`src/rtl/fetch_ctrl_if.sv`:
```
// Fetch-side bundle: hazard/redirect requests in, instruction-memory controls
// and the decode-side PC tag out.
interface fetch_ctrl_if;
  localparam int unsigned XLEN = 32;

  logic            stall_i;
  logic            flush_i;
  logic            redirect_i;
  logic [XLEN-1:0] redirect_target_i;
  logic            imem_rce;
  logic            imem_stall;
  logic            imem_flush;
  logic [XLEN-1:0] imem_addr;
  logic [XLEN-1:0] id_pc;
  logic            id_valid;
  logic            fault;
  logic [XLEN-1:0] fault_pc;

  modport master (
    input  stall_i, flush_i, redirect_i, redirect_target_i,
    output imem_rce, imem_stall, imem_flush, imem_addr,
           id_pc, id_valid, fault, fault_pc
  );

  modport slave (
    output stall_i, flush_i, redirect_i, redirect_target_i,
    input  imem_rce, imem_stall, imem_flush, imem_addr,
           id_pc, id_valid, fault, fault_pc
  );
endinterface

```
`src/rtl/fetch_ctrl.sv`:
```
// Fetch sequencer: owns the PC, drives the one-cycle synchronous instruction
// memory and tags its output with the PC/valid seen by decode.
module fetch_ctrl #(
  parameter logic [31:0] RESET_PC = 32'h0000_0000
) (
  input  logic          clk,
  input  logic          rst,
  fetch_ctrl_if.master  bus
);

  localparam int unsigned XLEN    = 32;
  localparam int unsigned PC_STEP = 4;

  typedef enum logic [1:0] {
    BOOT  = 2'd0,
    RUN   = 2'd1,
    FAULT = 2'd2
  } state_t;

  state_t          state;
  logic [XLEN-1:0] pc;
  logic [XLEN-1:0] id_pc_q;
  logic            id_valid_q;
  logic            fault_q;
  logic [XLEN-1:0] fault_pc_q;

  logic            misaligned_c;
  logic            take_fault_c;

  // A misaligned redirect is only acted on when it is not masked by a plain stall.
  always_comb begin
    misaligned_c = bus.redirect_i && (bus.redirect_target_i[1:0] != 2'b00);
    take_fault_c = (state == RUN) && misaligned_c && (bus.flush_i || !bus.stall_i);
  end

  // Memory controls must act in the same cycle as the request, so they decode
  // state and requests directly; imem_addr is always the registered pc.
  always_comb begin
    bus.imem_rce   = 1'b0;
    bus.imem_stall = 1'b0;
    bus.imem_flush = 1'b0;
    unique case (state)
      RUN: begin
        bus.imem_rce   = 1'b1;
        bus.imem_flush = bus.flush_i || take_fault_c;
        bus.imem_stall = bus.stall_i && !bus.flush_i;
      end
      FAULT: begin
        bus.imem_flush = 1'b1;
      end
      default: begin
        bus.imem_rce = 1'b0;
      end
    endcase
  end

  always_ff @(posedge clk) begin
    if (rst) begin
      state      <= BOOT;
      pc         <= RESET_PC;
      id_pc_q    <= '0;
      id_valid_q <= 1'b0;
      fault_q    <= 1'b0;
      fault_pc_q <= '0;
    end else begin
      unique case (state)
        BOOT: begin
          state <= RUN;
        end

        RUN: begin
          if (take_fault_c) begin
            // Stop fetching for good; pc and id_pc freeze for post-mortem.
            state      <= FAULT;
            fault_q    <= 1'b1;
            fault_pc_q <= bus.redirect_target_i;
            id_valid_q <= 1'b0;
          end else if (bus.flush_i) begin
            id_valid_q <= 1'b0;
            if (bus.redirect_i) begin
              pc <= bus.redirect_target_i;
            end
          end else if (bus.stall_i) begin
            pc         <= pc;
            id_pc_q    <= id_pc_q;
            id_valid_q <= id_valid_q;
          end else begin
            // Current fetch completes (delay slot when redirecting).
            id_pc_q    <= pc;
            id_valid_q <= 1'b1;
            if (bus.redirect_i) begin
              pc <= bus.redirect_target_i;
            end else begin
              pc <= XLEN'(pc + XLEN'(PC_STEP));
            end
          end
        end

        FAULT: begin
          id_valid_q <= 1'b0;
        end

        default: begin
          state <= BOOT;
        end
      endcase
    end
  end

  assign bus.imem_addr = pc;
  assign bus.id_pc     = id_pc_q;
  assign bus.id_valid  = id_valid_q;
  assign bus.fault     = fault_q;
  assign bus.fault_pc  = fault_pc_q;

endmodule

```
`src/flat_wrapper.sv`:
```
// flat-port wrapper written by rule: the top's interface ports become plain ports
module fetch_ctrl_flat 
#(
  parameter logic [31:0] RESET_PC = 32'h0000_0000
)
  (clk, rst, bus_stall_i, bus_flush_i, bus_redirect_i, bus_redirect_target_i, bus_imem_rce, bus_imem_stall, bus_imem_flush, bus_imem_addr, bus_id_pc, bus_id_valid, bus_fault, bus_fault_pc);
  fetch_ctrl_if bus_i ();
  input  logic clk;
  input  logic rst;
  input wire logic [$bits(bus_i.stall_i)-1:0] bus_stall_i;
  input wire logic [$bits(bus_i.flush_i)-1:0] bus_flush_i;
  input wire logic [$bits(bus_i.redirect_i)-1:0] bus_redirect_i;
  input wire logic [$bits(bus_i.redirect_target_i)-1:0] bus_redirect_target_i;
  output wire logic [$bits(bus_i.imem_rce)-1:0] bus_imem_rce;
  output wire logic [$bits(bus_i.imem_stall)-1:0] bus_imem_stall;
  output wire logic [$bits(bus_i.imem_flush)-1:0] bus_imem_flush;
  output wire logic [$bits(bus_i.imem_addr)-1:0] bus_imem_addr;
  output wire logic [$bits(bus_i.id_pc)-1:0] bus_id_pc;
  output wire logic [$bits(bus_i.id_valid)-1:0] bus_id_valid;
  output wire logic [$bits(bus_i.fault)-1:0] bus_fault;
  output wire logic [$bits(bus_i.fault_pc)-1:0] bus_fault_pc;
  assign bus_i.stall_i = bus_stall_i;
  assign bus_i.flush_i = bus_flush_i;
  assign bus_i.redirect_i = bus_redirect_i;
  assign bus_i.redirect_target_i = bus_redirect_target_i;
  assign bus_imem_rce = bus_i.imem_rce;
  assign bus_imem_stall = bus_i.imem_stall;
  assign bus_imem_flush = bus_i.imem_flush;
  assign bus_imem_addr = bus_i.imem_addr;
  assign bus_id_pc = bus_i.id_pc;
  assign bus_id_valid = bus_i.id_valid;
  assign bus_fault = bus_i.fault;
  assign bus_fault_pc = bus_i.fault_pc;
  fetch_ctrl #(.RESET_PC(RESET_PC)) u_core (.clk(clk), .rst(rst), .bus(bus_i));
endmodule
```
`config.mk`:
```
export PLATFORM = sky130hd
export DESIGN_NAME = fetch_ctrl_flat
export DESIGN_NICKNAME = d
export VERILOG_FILES = /design/src/rtl/fetch_ctrl_if.sv /design/src/rtl/fetch_ctrl.sv /design/src/flat_wrapper.sv
export SDC_FILE = /design/constraint.sdc
export NUM_CORES = 1
export LEC_CHECK = 0
export BUFFER_PORTS_ARGS = -buffer_cell sky130_fd_sc_hd__clkbuf_2
export CAP_MARGIN = 20
export CELL_PAD_IN_SITES_DETAIL_PLACEMENT = 0
export CELL_PAD_IN_SITES_GLOBAL_PLACEMENT = 1
export CORE_ASPECT_RATIO = 1.25
export CORE_MARGIN = 3
export CORE_UTILIZATION = 33
export DETAILED_ROUTE_END_ITERATION = 16
export PLACE_DENSITY = 0.83
export SLEW_MARGIN = 20
export SYNTH_ARGS = -nofsm -noshare
export SYNTH_HDL_FRONTEND = slang
export SYNTH_SLANG_ARGS = --single-unit
export TNS_END_PERCENT = 20
```
`constraint.sdc`:
```
create_clock -name clk -period 1.8 [get_ports clk]
set_input_delay 0 -clock clk [delete_from_list [all_inputs] [get_ports clk]]
set_output_delay 0 -clock clk [all_outputs]
set_load 0.01 [all_outputs]
```
Word-level counts from Yosys, hierarchy flattened. Cells that the tools add are included.

Bits in registers: 100. Logic and storage cells: 46.

Add/subtract/negate cells: 1. Eq/ne operators: 6. Multiplexer cells: 13. Bitwise logic cells: 4. Reductions and logical operators: 16.

Operators by type and width (count): two-way mux 32 bit (4); adder 32 x 3 -> 32 bit (second input constant) (1); AND reduction 4 bit (2); != test 2 x 1 -> 1 bit (second input constant) (3); one-hot mux 2 bit (3 select lines) (1); AND reduction 2 bit (3); two-way mux 1 bit (5); logical AND 1 bit (4); != test 4 x 3 -> 1 bit (second input constant) (1); inverter 1 bit (4); one-hot mux 1 bit (2 select lines) (2); nonzero test 2 bit (2); == test 2 x 1 -> 1 bit (second input constant) (1); == test 2 bit (second input constant) (1); zero test 1 bit (2); zero test 2 bit (1); logical OR 1 bit (2); two-way mux 2 bit (1).

Depth between registers and ports, before layout.
Depth in word-level cells: 6. Depth in mapped cells: 10. Mapped depth without buffers: 7.

Worst setup path after synthesis. OpenSTA, ideal clock, no wires.

Path type: reg2reg. Start point: register u_core.state[1]. End point: register u_core.id_pc_q[8], in the netlist u_core.bus.id_pc[8]. Setup time: 0.071 ns. Data arrival time: 1.833 ns. Required time: 1.729 ns. Path slack: -0.103 ns. Cell stages (with the launch flop): 11. Clock period less this slack: 1.903 ns. Cell sequence: dfxtp_1 -> inv_1 -> ha_1 -> buf_2 -> inv_2 -> nor4b_4 -> or3_1 -> buf_2 -> buf_4 -> nand2_1 -> a21oi_1.

Longest elaborated chain between the ends: 5.

RTL lines: start, declared (RTL line fetch_ctrl.sv:20) `state_t state;`; start signal, assigned (RTL line fetch_ctrl.sv:59) `state <= BOOT;`; start signal, assigned (RTL line fetch_ctrl.sv:68) `state <= RUN;`; start signal, assigned (RTL line fetch_ctrl.sv:74) `state <= FAULT;`; == test 2 x 1 -> 1 bit * (RTL line fetch_ctrl.sv:33, fetch_ctrl.sv:66); logical AND 1 bit (2 in a row) (RTL line fetch_ctrl.sv:33) `take_fault_c = (state == RUN) && misaligned_c && (bus.flush_i || !bus.stall_i);`; inverter 1 bit (no line); AND reduction 4 bit (no line) *; end signal, assigned (RTL line fetch_ctrl.sv:85) `id_pc_q <= id_pc_q;`; end signal, assigned (RTL line fetch_ctrl.sv:89) `id_pc_q <= pc;`; end, declared (RTL line fetch_ctrl.sv:22) `logic [XLEN-1:0] id_pc_q;`.

Mark *: on every way between the ends. The rest lies on a longest branch, timed or not. A chain may end at the register's enable or synchronous reset.

Worst setup path in the final report.
Start point: register u_core.state[1]. End point: output bus_imem_flush.

Longest elaborated chain between the ends: 5.

RTL lines: == test 2 x 1 -> 1 bit (RTL line fetch_ctrl.sv:33, fetch_ctrl.sv:42); logical AND 1 bit (2 in a row) (RTL line fetch_ctrl.sv:33); logical OR 1 bit (RTL line fetch_ctrl.sv:45) `bus.imem_flush = bus.flush_i || take_fault_c;`; one-hot mux 1 bit (2 select lines) * (RTL line fetch_ctrl.sv:42) `unique case (state)`; end, declared (RTL line flat_wrapper.sv:16) `output wire logic [$bits(bus_i.imem_flush)-1:0] bus_imem_flush;`.

Marks and branches as above.

==> results by stage <==
Critical path:
- The signal on the critical path passes through inv_2, ha_4, inv_4, nor4b_4, buf_12, nor2_1, nor2_1, o21a_1, clkbuf_2.
- The data required time of the critical path is roughly 1.8 ns.
- The logic depth of the worst register-to-register path is 8.
- The worst path arrival time is between 1.5 and 2 ns.
- The delay of the slowest cell on the worst path is between 0.3 and 0.4 ns.
- The critical path runs through a total of 9 cells.
- The worst setup path is captured at an output port.
- In this run the worst path has a maximum fanout of 5.
- In this design, the critical path's most frequently occurring cell is nor2_1.
- The type of the worst setup path is reg2out.
- The kind of cell with the highest combined delay along the critical path is simple AND/OR/NAND/NOR gates.
- The standard cell with the maximum stage delay on the critical path is dfxtp_2.
- The number of buffers and inverters on the critical path is 4.
- The worst setup path is launched from a flop.

Status:
- The flow ran to the end, and the final reports show no timing, DRC or antenna violations.

Floorplanning:
- For this configuration, the core starts out at a cell density of 0.341.
- The floorplan has 47 rows.
- For this design the top-level I/O count stands at 138.
- The height of the chip is 137 um.
- The area of the die is ~15000 um2.
- The die is between 100 and 150 um wide.
- The area of the core is between 10000 and 15000 um2.

Route:
- The post-route DRC violation count is 0.
- Detailed routing inserted a total of approximately 5000 vias.
- Summed over all layers, the routed wires come to between 15 and 20 mm.
- After detailed routing, the average wire length per cell comes to between 15 and 20 um.
- Before antenna repair, the detailed router went through 7 iterations.
- The via density per instance is around 5.2.
- The DRC marker count from the first detailed-route iteration is 437.
- The detail route stage leaves a number of antenna-violating nets equal to 0.

STA:
- The worst slew margin relative to its limit is 0.620.
- The max-slew violation count came to 0.
- The clock period could shrink to roughly 1.8 ns.
- Setup repair after global routing could not meet its margin everywhere.
- The number of setup violations in the final report is 0.
- For the final routed database, the setup TNS stands at 0 ns.
- The highest clock frequency the design can meet is 564 MHz.
- Of the available clock period, the critical path in the final layout requires 0.986.
- At the pin with the least slew margin, the transition time is about 0.57 ns.
- The hold violation total from the final report came to 0.
- Between clock sinks in the finished design, the worst skew comes to approximately 0.0088 ns.

Global route:
- The total overflow reported by the global router is 0.
- The initial antenna violation count is 0.
- Entering global routing, the biggest net connects 32 pins.
- The via count of the first global-routing pass was about 4700.
- The total track usage is 0.197.
- The global-route wire length before repair is between 20 and 25 mm.

Yosys:
- The fraction of registers with async set or reset after synthesis is 0.
- Summing every instance area after synthesis gives 4550 um2.
- The average instance in the mapped netlist occupies ~7.7 um2.
- Synthesis produced a netlist with a net count of 633.
- In this run, synthesis inferred 0 flip-flops with an integrated enable.
- The proportion of synthesized chip area in sequential cells is 0.440.
- In the post-synthesis netlist, the biggest area contributors are dfxtp_1, nand2_1, a21oi_1.
- Of all cell types, the one taking the most synthesized area is dfxtp_1.
- The number of different library cells used by synthesis comes to 55.
- The most repeated cell in the gate-level netlist after synthesis is nand2_1.
- The cell count after synthesis came out at between 500 and 600.
- For this run, the number of Yosys warnings is 0.
- The synthesized flop and latch total is 100.
- The fraction of synthesized cell area taken by the top area cell type is 0.440.
- In the synthesized netlist the dominant register cell turns out to be dfxtp_1.
- In the synthesized netlist, the cells that appear most often are nand2_1, dfxtp_1, a21oi_1.

Placement:
- At the end of routability-driven placement, the weighted congestion stood at 0.890.
- The sum of net half-perimeters after detailed placement is about 11 mm.
- Input and output buffers added on the ports amount to about 140.

Clock network:
- The CTS tree is done.
- The root buffer cell is clkbuf_16.
- After clock tree synthesis, the clock-pin slew on the worst setup and hold paths is approximately 0.07 ns.
- The clock insertion delay at the later pin of the skew report is around 0.35 ns.
- In this run, CTS created clock tree buffers numbering 9.
- The number of buffers between clock root and the deepest sink is 2.
- The maximum level of the CTS H-tree is 3.
- The tree built by TritonCTS fans out to 100 sinks.

Final layout:
- In the final layout, the share of cells above drive strength 1 is 0.342.
- The repair_antennas step left the layout with diodes totalling 0.
- For this run, the post-layout net count is approximately 840.
- For this run, the share of the core covered by cells in the final layout is 0.500.
- From synthesis to final layout, the design area changed by 46.6%.

Power:
- The largest voltage drop on the vdd net is 0.447 mV.
- In this run the static leakage power is about 2.7 nW.
- The total power per unit cell area is 805 nW/um2.

Flow run:
- Across the run, the number of max-cap violations was 0.

Hold path:
- The path class of the tightest hold or removal check is in2reg.
- The number of instances on the worst hold path is 2.
-- what timing repair did --
item,CTS,global route
endpoints found under the hold margin,36,0
setup endpoints to repair,3,51
cloned,1,1
gates resized for setup,15,40
pin swaps,3,6
hold buffers,32,0
setup buffers,6,3
-- placed cells by master (no fill, tap or decap), drive strengths merged, types with 3 or more instances in the layout --
cell type	synthesis	layout
a211oi	3	3
a21o	4	4
a21oi	86	86
a22oi	9	9
a31oi	3	3
and2	4	4
and3	9	9
and4	4	4
buf	16	66
clkbuf	28	147
dfxtp	100	100
dlygate4sd3	0	32
ha	4	4
inv	8	9
mux2i	6	6
nand2	160	160
nand3	12	12
nand4	11	11
nor2	36	36
nor3	8	8
nor4	6	6
o211ai	6	6
o21a	4	4
o21ai	14	14
o22ai	7	7
o31ai	8	8
or3	11	11
-- path summary, 6_finish.rpt --
kind	from	to	slack, ns
max	u_core.state[1]$_SDFFE_PP0P_	bus_imem_flush	0.03
min	rst	u_core.bus.id_pc[31]$_SDFFE_PP0P_	0.05
max reg2reg	u_core.state[1]$_SDFFE_PP0P_	u_core.bus.imem_addr[24]$_SDFFE_PP0P_	0.05
min reg2reg	u_core.bus.id_pc[0]$_SDFFE_PP0P_	u_core.bus.id_pc[0]$_SDFFE_PP0P_	0.45
-- flip-flops by register name (all words and copies together), names as in the netlist --
signal                count
u_core.bus.fault          1
u_core.state              2
u_core.bus.id_pc         32
u_core.bus.id_valid       1
u_core.bus.imem_addr     32
u_core.bus.fault_pc      32
-- area by class of cell --
| class | count | area (um2) |
|---|---|---|
| Tap cell | 171 | 214 |
| Inverter | 8 | 32.5 |
| Multi-Input combinational cell | 440 | 2480 |
| Clock inverter | 5 | 83.8 |
| Fill cell | 1279 | 6670 |
| Sequential cell | 100 | 2020 |
| Clock buffer | 11 | 243 |
| Timing Repair Buffer | 235 | 1610 |
-- where the power goes --
part / switching [mW] / internal, mW
clock network: 0.872 / 1.26
logic: 0.495 / 0.396
registers: 0.0629 / 2.29
total: 1.43 / 3.95
-- cells by family (layout without fill, tap and decap cells) --
kind of cell	after synthesis	in the layout	share of synthesized area
AND/OR/NAND/NOR	272	272	0.277
multiplexers	6	6	0.0132
adder cells (fa/ha/maj)	4	4	0.0110
buffers and inverters	52	259	0.0522
AO/OA/AOI/OAI	158	158	0.207
flip-flops	100	100	0.440
-- per-layer routing --
metal | vias to the layer above | GRT usage | share of wire | wire (um)
li1 | 2470 | - | - | -
met1 | 2346 | 0.246 | 0.42 | 6740
met2 | 170 | 0.341 | 0.50 | 7890
met3 | 30 | 0.0356 | 0.055 | 874
met4 | 0 | 0.0744 | 0.026 | 416
met5 | - | 0 | 0 | 0
-- metrics by stage --
stage / total power, mW / area, um2 / hold WS, ns / std cells / setup slack [ns]
floorplan: 2.80 / 4560 / 0.136 / 592 / 0.00795
global placement: 3.12 / 5720 / 0.241 / 911 / -0.0595
detailed placement: 3.14 / 5720 / 0.250 / 911 / -0.143
CTS: 5.36 / 6500 / 0.0379 / 966 / 0.00279
global route: 5.57 / 6680 / 0.0610 / 970 / -0.0655
finish: 5.38 / 6680 / 0.0461 / 970 / 0.0259
Power figures use the tool's default switching activity.
